[config.mk]
export PLATFORM = sky130hd
export DESIGN_NAME = tick_pwm_gen
export DESIGN_NICKNAME = d
export VERILOG_FILES = /design/src/rtl/tick_pwm_pkg.sv /design/src/rtl/tick_sel_edge.sv /design/src/rtl/tick_pwm_gen.sv
export SDC_FILE = /design/constraint.sdc
export NUM_CORES = 1
export LEC_CHECK = 0
export BUFFER_PORTS_ARGS = -buffer_cell sky130_fd_sc_hd__buf_4
export CORE_ASPECT_RATIO = 1.1
export CORE_UTILIZATION = 39
export CTS_CLUSTER_DIAMETER = 100
export DETAILED_ROUTE_END_ITERATION = 12
export PLACE_DENSITY = 0.64
export SLEW_MARGIN = 20
export SYNTH_ARGS = -nofsm -noshare
export SYNTH_HDL_FRONTEND = slang
export SYNTH_SLANG_ARGS = --single-unit
[constraint.sdc]
create_clock -name clk -period 1.6 [get_ports clk]
set_input_delay 0.16 -clock clk [delete_from_list [all_inputs] [get_ports clk]]
set_output_delay 0.16 -clock clk [all_outputs]
set_load 0.02 [all_outputs]
[src/rtl/tick_pwm_pkg.sv]
// Shared constants for the tick-driven PWM generator: tick source encodings and build defaults.
package tick_pwm_pkg;

  localparam int unsigned TPG_W          = 8;
  localparam int unsigned TPG_DEF_PERIOD = 7;
  localparam int unsigned TPG_DEF_DUTY   = 4;

  localparam logic [1:0] DIV_SEL_CLK = 2'd0;
  localparam logic [1:0] DIV_SEL_2   = 2'd1;
  localparam logic [1:0] DIV_SEL_4   = 2'd2;
  localparam logic [1:0] DIV_SEL_8   = 2'd3;

endpackage

[src/rtl/tick_sel_edge.sv]
// Selects one divided-rate input and turns its rising edges into single-clk ticks.
module tick_sel_edge
  import tick_pwm_pkg::*;
(
  input  logic       clk,
  input  logic       rst,
  input  logic       divideby2,
  input  logic       divideby4,
  input  logic       divideby8,
  input  logic [1:0] div_sel,
  output logic       tick
);

  logic prev_2;
  logic prev_4;
  logic prev_8;

  // All three histories run continuously so a source switch never sees a stale edge.
  always_ff @(posedge clk) begin
    if (rst) begin
      prev_2 <= 1'b0;
      prev_4 <= 1'b0;
      prev_8 <= 1'b0;
    end else begin
      prev_2 <= divideby2;
      prev_4 <= divideby4;
      prev_8 <= divideby8;
    end
  end

  always_comb begin
    tick = 1'b1;
    case (div_sel)
      DIV_SEL_CLK: tick = 1'b1;
      DIV_SEL_2:   tick = divideby2 & ~prev_2;
      DIV_SEL_4:   tick = divideby4 & ~prev_4;
      DIV_SEL_8:   tick = divideby8 & ~prev_8;
      default:     tick = 1'b1;
    endcase
  end

endmodule

[src/rtl/tick_pwm_gen.sv]
// Tick-paced PWM with double-buffered period/duty that switch over only at a period boundary.
// Optional build macro PWM_DONE_PULSE_EN adds the period_done wrap pulse output.
module tick_pwm_gen
  import tick_pwm_pkg::*;
#(
  parameter int unsigned W          = TPG_W,
  parameter int unsigned DEF_PERIOD = TPG_DEF_PERIOD,
  parameter int unsigned DEF_DUTY   = TPG_DEF_DUTY
) (
  input  logic         clk,
  input  logic         rst,
  input  logic         divideby2,
  input  logic         divideby4,
  input  logic         divideby8,
  input  logic         en,
  input  logic [1:0]   div_sel,
  input  logic [W-1:0] period,
  input  logic [W-1:0] duty,
  input  logic         load,
  output logic         load_ack,
  output logic         pwm_out
`ifdef PWM_DONE_PULSE_EN
  ,
  output logic         period_done
`endif
);

  logic [W-1:0] cnt;
  logic [W-1:0] period_act;
  logic [W-1:0] duty_act;
  logic [W-1:0] period_pend;
  logic [W-1:0] duty_pend;
  logic         pend_valid;
  logic         tick;
  logic         wrap;
  logic         apply;

  tick_sel_edge u_tick_sel_edge (
    .clk       (clk),
    .rst       (rst),
    .divideby2 (divideby2),
    .divideby4 (divideby4),
    .divideby8 (divideby8),
    .div_sel   (div_sel),
    .tick      (tick)
  );

  // Pending values go live at a wrap, or straight away while the generator is idle.
  always_comb begin
    wrap  = en & tick & (cnt == period_act);
    apply = pend_valid & (wrap | ~en);
  end

  always_ff @(posedge clk) begin
    if (rst) begin
      cnt         <= '0;
      period_act  <= W'(DEF_PERIOD);
      duty_act    <= W'(DEF_DUTY);
      period_pend <= '0;
      duty_pend   <= '0;
      pend_valid  <= 1'b0;
      load_ack    <= 1'b0;
      pwm_out     <= 1'b0;
    end else begin
      if (!en) begin
        cnt <= '0;
      end else if (tick) begin
        cnt <= wrap ? '0 : cnt + W'(1);
      end
      if (apply) begin
        period_act <= period_pend;
        duty_act   <= duty_pend;
      end
      // A load coinciding with an apply lands after the old pending copy was consumed.
      if (load) begin
        period_pend <= period;
        duty_pend   <= duty;
      end
      pend_valid <= load | (pend_valid & ~apply);
      load_ack   <= apply;
      pwm_out    <= en & (cnt < duty_act);
    end
  end

`ifdef PWM_DONE_PULSE_EN
  always_ff @(posedge clk) begin
    if (rst) begin
      period_done <= 1'b0;
    end else begin
      period_done <= wrap;
    end
  end
`endif

endmodule
==> results of run 1 <==
-- area by class of cell --
type	instances	share of cell area [%]
clock buffer	6	3.04
clock inverter	2	0.461
inverter	7	0.968
multi-input combinational	163	45.3
sequential	46	34.1
tap	75	3.46
timing repair buffer	41	12.6
-- kinds of logic (layout without fill, tap and decap cells) --
| group | count (synthesis) | after routing | share of synthesized area (%) |
|---|---|---|---|
| buffers and inverters | 19 | 56 | 4.43 |
| muxes | 33 | 33 | 15.0 |
| DFF | 46 | 46 | 41.8 |
| and+or+nand+nor | 87 | 87 | 22.0 |
| xor gates and xnor gates | 8 | 8 | 3.18 |
| AOI/OAI and AO/OA | 27 | 27 | 9.09 |
| adders and majority gates | 8 | 8 | 4.54 |
-- critical path, cell delays in order (launching register included) --
cell	delay, ns
dfxtp_1	0.41
xor2_1	0.27
nor4_4	0.09
buf_4	0.14
a22oi_1	0.50
a2bb2oi_1	0.13
a21oi_1	0.16
-- layer usage --
metal  up-vias  track usage (%)  part of all wire, %
met5         -                0                    0
met4         0             5.77                  1.2
met3         4             4.59                  3.3
met2        35             23.3                   47
met1       786             20.2                   48
li1        848                -                    -
-- worst paths after layout --
path / startpoint / end / slack [ns] / cells after the start
max: cnt[1]$_SDFFE_PP0N_ / cnt[6]$_SDFFE_PP0N_ / -0.17 / 6
min: divideby8 / u_tick_sel_edge.prev_8$_SDFF_PP0_ / 0.07 / 2
max reg2reg: cnt[1]$_SDFFE_PP0N_ / cnt[6]$_SDFFE_PP0N_ / -0.17 / 6
min reg2reg: period_pend[3]$_SDFFE_PP0P_ / period_act[3]$_SDFFE_PP0P_ / 0.48 / 2
-- stage by stage --
stage / area [um^2] / TNS, ns
2_1_floorplan: 2210 / -0.0263
3_3_place_gp: 2530 / -0.339
3_5_place_dp: 2530 / -0.892
4_1_cts: 2620 / -1.12
5_1_grt: 2720 / -4.30
6_report: 2720 / -2.06
-- report_power, final --
part	switching [mW]	internal, mW
registers	0.0235	1.19
logic	0.130	0.143
clock network	0.392	0.347
total	0.545	1.68
-- sequential cells by signal, summed over array words and instances, names as in the netlist --
register and flops:
pend_valid 1, u_tick_sel_edge.prev_2 1, pwm_out 1, period_pend 8
cnt 8, duty_pend 8, load_ack 1, u_tick_sel_edge.prev_4 1
period_act 8, duty_act 8, u_tick_sel_edge.prev_8 1
-- repair_timing --
item | 4_1_cts | 5_1_grt
gates resized for setup | 2 | 15
pin swaps | 0 | 7
cloned | 0 | 1
setup buffers | 0 | 2
setup endpoints to repair | 24 | 26
hold endpoints to repair | 0 | 0
-- cells in the final DEF (no fill, tap or decap), drive strengths merged --
cell and count:
a211oi 2, a21boi 1, a21o 3, a21oi 5, a22oi 1, a2bb2oi 2, a31o 1, a31oi 2
a32o 3, and2 2, and3 3, buf 40, clkbuf 7, clkinv 1, clkinvlp 1, dfxtp 46
ha 8, inv 7, mux2i 33, nand2 7, nand2b 27, nand3 3, nand3b 1, nand4 1
nor2 30, nor2b 6, nor3b 4, nor4 3, o211ai 1, o21a 1, o21ai 4, o31a 1
xor2 8
==> flow_metrics.tcl, run 1 <==
set metrics [dict create \
    dp_cells 329 \
    cts_tree "built" \
    hpwl_um 2960 \
    dieArea_um2 5950 \
    nFillCells 541 \
    fin_crit_sh_pct 111 \
    synth-async-reset-ratio_pct 0 \
    vdd_drop_max_mv 0.607 \
    antennaDiodeCount 0 \
    vias 1673 \
    synth_area_per_cell_um2 9.66 \
    synth_area_um2 2200 \
    ys.flop_type "dfxtp_1" \
    ys_warn_count 0 \
    leakage_nw 1.16 \
    ys_top_cells_by_count "dfxtp_1 (46), mux2i_1 (33), nor2_1 (30)" \
    grt_pass1_vias 1531 \
    synth_top_area_cell "dfxtp_1" \
    critPathKind "reg2reg" \
    hold_viol 0 \
    synth.area.top_cells "dfxtp_1 (42%), mux2i_1 (15%), nand2b_1 (7.7%)" \
    clkSinkCount 46 \
    power_density_nw_per_um2 819 \
    violations "negative setup slack" \
    die_h_um 80.8 \
    core_um2 5400 \
    wire_per_inst_um 12.9 \
    cts.reportedPaths.clkPinSlew_ns 0.09 \
    overflow 0 \
    regArea_um2 927 \
    crit_fanout 6 \
    status "complete, but fails checks" \
    synth_fp_nets 261 \
    dp_worst_setup_slack_ns -0.0607 \
    row_count 28 \
    synth_cell_types 36 \
    grt_util_all_layers_pct 15.3 \
    seq_area_frac_synth_pct 41.8 \
    hold_path_class "in2reg" \
    worst_pin_slew_ns 0.624 \
    cts.path.max_buffers 2 \
    finalHoldWorstSlack_ns 0.0735 \
    slew_headroom_pct 58.4 \
    fmax_mhz 565 \
    fin_util_pct 50.3 \
    holdBufCountCts 0 \
    setup_violations 25 \
    yosysMostFrequentCell "dfxtp_1" \
    gp_congestion 0.784 \
    ys_ff_latch 46 \
    numPortBuffers 26 \
    setup_ws_ns -0.170 \
    htree_levels 2 \
    min_period_ns 1.77 \
    endpoint_kind "flip-flop" \
    initial_utilization_pct 40.8 \
    synth_edf_count 0 \
    clk_latency_ns 0.30 \
    final_max_slew_viol_count 0 \
    power_mw 2.22 \
    first_iter_violations 114 \
    io_pins 27 \
    drc 0 \
    rsz0062_at_grt "yes" \
    crit_required_ns 1.82 \
    die_x_um 73.7 \
    instances_no_fill 340 \
    fin_skew_ns 0.00498 \
    maxCapViolations 0 \
    root_buffer "clkbuf_8" \
    avgViaCountPerCell 4.92 \
    grt_pass1_wl_um 7000 \
    critPathArrivalTime_ns 1.99 \
    first_pass_iters 4 \
    grt_max_degree 29 \
    layout-drive-gt1-share_pct 24.5 \
    area_delta_synth_final_pct 23.2 \
    wirelength_um 4400 \
    synthCells 228 \
    antenna_found_initial 0 \
    fin_nets 297 \
    multiInputGateArea_um2 1230 \
    critPathLaunchType "flip-flop" \
    yosysTopAreaCellShare_pct 41.8 \
    numCtsBuffers 5 \
    ant_nets 0 \
]
No activity file was read; power rests on OpenSTA's default activity.
==> run 2, diff against run 1 <==
==> constraint.sdc (replaced) <==
create_clock -name clk -period 1.6 [get_ports clk]
set_input_delay 0.48 -clock clk [delete_from_list [all_inputs] [get_ports clk]]
set_output_delay 0.48 -clock clk [all_outputs]
set_load 0.02 [all_outputs]
==> flow_metrics.tcl, run 2 (synthesis gave the netlist of run 1 again) <==
set metrics [dict create \
    status "complete, but fails checks" \
    violations "negative setup slack" \
    vias 1630 \
    fmax_mhz 602 \
    slew_headroom_pct 77.0 \
    area_delta_synth_final_pct 21.6 \
    critPathKind "reg2reg" \
    gp_congestion 0.806 \
    root_buffer "clkbuf_8" \
    leakage_nw 1.16 \
    die_h_um 80.8 \
    first_iter_violations 70 \
    r2r_setup_slack_ns -0.06 \
    grt_util_all_layers_pct 14.3 \
    cts.reportedPaths.clkPinSlew_ns 0.09 \
    setup_violations 19 \
    core_um2 5400 \
    multiInputGateArea_um2 1200 \
    finalHoldWorstSlack_ns 0.398 \
    crit_required_ns 1.83 \
    cts.path.max_buffers 2 \
    maxCapViolations 0 \
    worstPathCellList "xor2_1 > nor4_4 > o211ai_2 > a21boi_2 > buf_12 > mux2i_1" \
    cts_tree "built" \
    io_pins 27 \
    power_mw 2.23 \
    hold_viol 0 \
    hold_path_class "in2reg" \
    wirelength_um 3980 \
    layout_common_cells "buf_4 (43), dfxtp_1 (42), mux2i_1 (33), nor2_1 (30), nand2b_1 (27)" \
    drc 0 \
    met2_usage_pct 20.0 \
    antennaDiodeCount 0 \
    hpwl_um 2910 \
    nFillCells 539 \
    clkSinkCount 46 \
    numPortBuffers 26 \
    slowest_delay_ns 0.35 \
    first_pass_iters 4 \
    numCtsBuffers 5 \
    critPathLaunchType "flip-flop" \
    dieArea_um2 5950 \
    postCtsSetupRepairBufs 0 \
    htree_levels 2 \
    vdd_drop_max_mv 0.480 \
    initial_utilization_pct 40.8 \
    busiest_layer "met1" \
    wire_per_inst_um 11.6 \
    final_max_slew_viol_count 0 \
    endpoint_kind "flip-flop" \
    crit_family "simple AND/OR/NAND/NOR gates" \
    layout-drive-gt1-share_pct 24.3 \
    die_x_um 73.7 \
    grt_max_degree 29 \
    antenna_found_initial 0 \
    dp_cells 335 \
    worst-path-buf-inv 1 \
    met3_usage_pct 3.72 \
    power_density_nw_per_um2 833 \
    regArea_um2 926 \
    grt_pass1_vias 1435 \
    fin_util_pct 49.7 \
    fin_nets 300 \
    critPathArrivalTime_ns 1.89 \
    dpl_cell_area_um2 2570 \
    fin_area_um2 2680 \
    worst_pin_slew_ns 0.345 \
    avgViaCountPerCell 4.75 \
    instances_no_fill 343 \
    min_period_ns 1.66 \
    ant_nets 0 \
    row_count 28 \
    slowest_stage "nor4_4" \
    clk_latency_ns 0.30 \
    overflow 0 \
    fin_crit_sh_pct 104 \
    setup_ws_ns -0.0616 \
    use_met1_pct 20.2 \
    fin_skew_ns 0.00754 \
    rsz0062_at_grt "yes" \
    final_common_cell "buf_4" \
    grt_pass1_wl_um 6560 \
    crit_fanout 17 \
]
-- run 2: cell types whose count changed in the layout (fill, tap and decap cells not counted), sizes merged --
cell | previous run | this run
buf | 40 | 44
clkbuf | 7 | 6
-- run 2: final timing paths --
| path | startpoint | end | cells after the start |
|---|---|---|---|
| min reg2reg | period_pend[7]$_SDFFE_PP0P_ | period_act[7]$_SDFFE_PP0P_ | 2 |
| max reg2reg | period_act[7]$_SDFFE_PP0P_ | period_act[6]$_SDFFE_PP0P_ | 6 |
| min | divideby4 | u_tick_sel_edge.prev_4$_SDFF_PP0_ | 2 |
| max | period_act[7]$_SDFFE_PP0P_ | period_act[6]$_SDFFE_PP0P_ | 6 |
-- run 2: cell type report --
class,count,share of cell area [%]
clock buffer,6,3.08
clock inverter,2,0.467
inverter,7,0.980
multi-input combinational,163,44.6
sequential,46,34.5
tap,75,3.50
timing repair buffer,44,12.8
-- run 2: through the flow --
step | TNS, ns | worst slack (ns)
global placement | -2.20 | -0.118
floorplan | -0.0263 | -0.00263
CTS | -1.27 | -0.0775
detailed placement | -2.79 | -0.158
global route | -3.51 | -0.185
finish | -0.853 | -0.0616
-- run 2: what timing repair did --
| item | 4_1_cts | 5_1_grt |
|---|---|---|
| resized for setup | 2 | 4 |
| endpoints found under the hold margin | 0 | 0 |
| pin swaps | 0 | 1 |
| hold buffers | 0 | 0 |
| endpoints found under the setup margin | 24 | 26 |
-- run 2: metal layers --
metal  share of wire (%)  vias to the layer above
li1                    -                      851
met1                  53                      746
met2                  42                       27
met3                 3.0                        6
met4                 1.8                        0
met5                   0                        -
-- run 2: power by group --
group / internal, mW / switching (mW)
clock network: 0.348 / 0.405
logic: 0.143 / 0.124
registers: 1.19 / 0.0223
==> run 3, diff against run 2 <==
--- a/config.mk
+++ b/config.mk
@@ -11,6 +11,7 @@
 export CTS_CLUSTER_DIAMETER = 100
 export DETAILED_ROUTE_END_ITERATION = 12
 export PLACE_DENSITY = 0.64
+export RECOVER_POWER = 100
 export SLEW_MARGIN = 20
 export SYNTH_ARGS = -nofsm -noshare
 export SYNTH_HDL_FRONTEND = slang
==> constraint.sdc (replaced) <==
create_clock -name clk -period 1.33 [get_ports clk]
set_input_delay 0.399 -clock clk [delete_from_list [all_inputs] [get_ports clk]]
set_output_delay 0.399 -clock clk [all_outputs]
set_load 0.02 [all_outputs]
==> flow_metrics.tcl, run 3 (synthesis gave the netlist of run 1 again) <==
set metrics [dict create \
    antennaDiodeCount 0 \
    slew_headroom_pct 57.3 \
    wl_met3_um 131 \
    dp_worst_setup_slack_ns -0.383 \
    grt_util_all_layers_pct 16.6 \
    cts.path.max_buffers 2 \
    initial_utilization_pct 40.8 \
    final_max_slew_viol_count 0 \
    endpoint_kind "flip-flop" \
    area_delta_synth_final_pct 30.6 \
    avgViaCountPerCell 4.77 \
    leakage_nw 1.18 \
    wirelength_um 4470 \
    holdBufCountCts 0 \
    setup_violations 27 \
    cts_tree "built" \
    grt_pass1_wl_um 7510 \
    wire_per_inst_um 12.8 \
    drc 0 \
    vdd_drop_max_mv 0.657 \
    worst_pin_slew_ns 0.641 \
    root_buffer "clkbuf_8" \
    layout-drive-gt1-share_pct 33.2 \
    route.met2.wl_um 2070 \
    fin_util_pct 53.3 \
    die_x_um 73.7 \
    dieArea_um2 5950 \
    htree_levels 2 \
    grt_max_degree 38 \
    hold_viol 0 \
    min_period_ns 1.69 \
    hold_path_class "in2reg" \
    final_common_cell "buf_4" \
    power_density_nw_per_um2 922 \
    status "complete, but fails checks" \
    core_um2 5400 \
    clkSinkCount 46 \
    antenna_found_initial 0 \
    setup_ws_ns -0.356 \
    rsz0062_at_grt "yes" \
    layout_common_cells "buf_4 (41), dfxtp_1 (40), mux2i_1 (33), nor2_1 (29), nand2b_1 (27)" \
    hpwl_um 3060 \
    first_pass_iters 4 \
    violations "negative setup slack" \
    crit_required_ns 1.55 \
    top_layer "met4" \
    crit_fanout 17 \
    cts.reportedPaths.clkPinSlew_ns 0.09 \
    row_count 28 \
    numPortBuffers 26 \
    dp_cells 339 \
    critPathArrivalTime_ns 1.91 \
    fmax_mhz 593 \
    numCtsBuffers 5 \
    critPathLaunchType "flip-flop" \
    vias 1663 \
    io_pins 27 \
    fin_crit_sh_pct 127 \
    ant_nets 0 \
    clk_latency_ns 0.30 \
    grt_pass1_vias 1591 \
    fin_skew_ns 0.00661 \
    first_iter_violations 68 \
    setup_tns_ns -8.00 \
    maxCapViolations 0 \
    die_h_um 80.8 \
    instances_no_fill 349 \
    gp_congestion 0.815 \
    overflow 0 \
    met1_length_um 2190 \
    critPathKind "reg2reg" \
    fin_nets 307 \
]
[run 3: cell count changes in the layout (fill, tap and decap cells not counted), moves of 3 or more]
cell	before	now
xor2_2	0	6
xor2_1	8	2
o21ai_2	0	3
ha_4	0	4
clkbuf_1	0	3
o21ai_0	3	0
ha_1	8	4
buf_6	0	4
[run 3: routing by layer]
| layer | track usage [%] | up-vias |
|---|---|---|
| li1 | - | 862 |
| met1 | 21.1 | 767 |
| met2 | 27.5 | 27 |
| met3 | 3.72 | 7 |
| met4 | 5.77 | 0 |
| met5 | 0 | - |
[run 3: critical path, stage by stage, from the launching register on]
cell,delay [ns]
dfxtp_1,0.34
xor2_2,0.20
nor4_4,0.31
o211ai_2,0.15
a21boi_2,0.20
buf_12,0.19
mux2i_1,0.20
[run 3: final timing paths]
path / start / end / slack, ns / depth (start not counted)
max reg2reg: period_act[1]$_SDFFE_PP1P_ / duty_act[4]$_SDFFE_PP0P_ / -0.36 / 6
min reg2reg: duty_act[0]$_SDFFE_PP0P_ / duty_act[0]$_SDFFE_PP0P_ / 0.48 / 2
min: divideby4 / u_tick_sel_edge.prev_4$_SDFF_PP0_ / 0.32 / 2
max: period_act[1]$_SDFFE_PP1P_ / duty_act[4]$_SDFFE_PP0P_ / -0.36 / 6
[run 3: timing repair]
item | CTS | global route
gates resized for setup | 31 | 4
endpoints found under the setup margin | 27 | 27
pin swaps | 24 | 6
buffers inserted | 4 | 0
[run 3: final cells by class]
cell class / count / area [um^2]
repair buffers: 51 / 394
flip-flops and latches: 46 / 931
clock inverters: 2 / 15.0
fillers: 515 / 2520
clock buffers: 5 / 68.8
inverters: 7 / 26.3
well taps: 75 / 93.8
multi-input cells: 163 / 1350
[run 3: power breakdown]
part / switching (mW) / leakage, nW / internal [mW]
registers: 0.0325 / 0.380 / 1.43
clock network: 0.475 / 0.0362 / 0.359
logic: 0.166 / 0.765 / 0.190
[run 3: through the flow]
step / area [um^2] / hold slack (ns) / total power [mW]
final: 2880 / 0.319 / 2.65
after detailed placement: 2640 / 0.463 / 1.83
after floorplan: 2240 / 0.449 / 1.70
after global routing: 2880 / 0.321 / 2.78
after CTS: 2890 / 0.310 / 2.70
after global placement: 2640 / 0.461 / 1.83
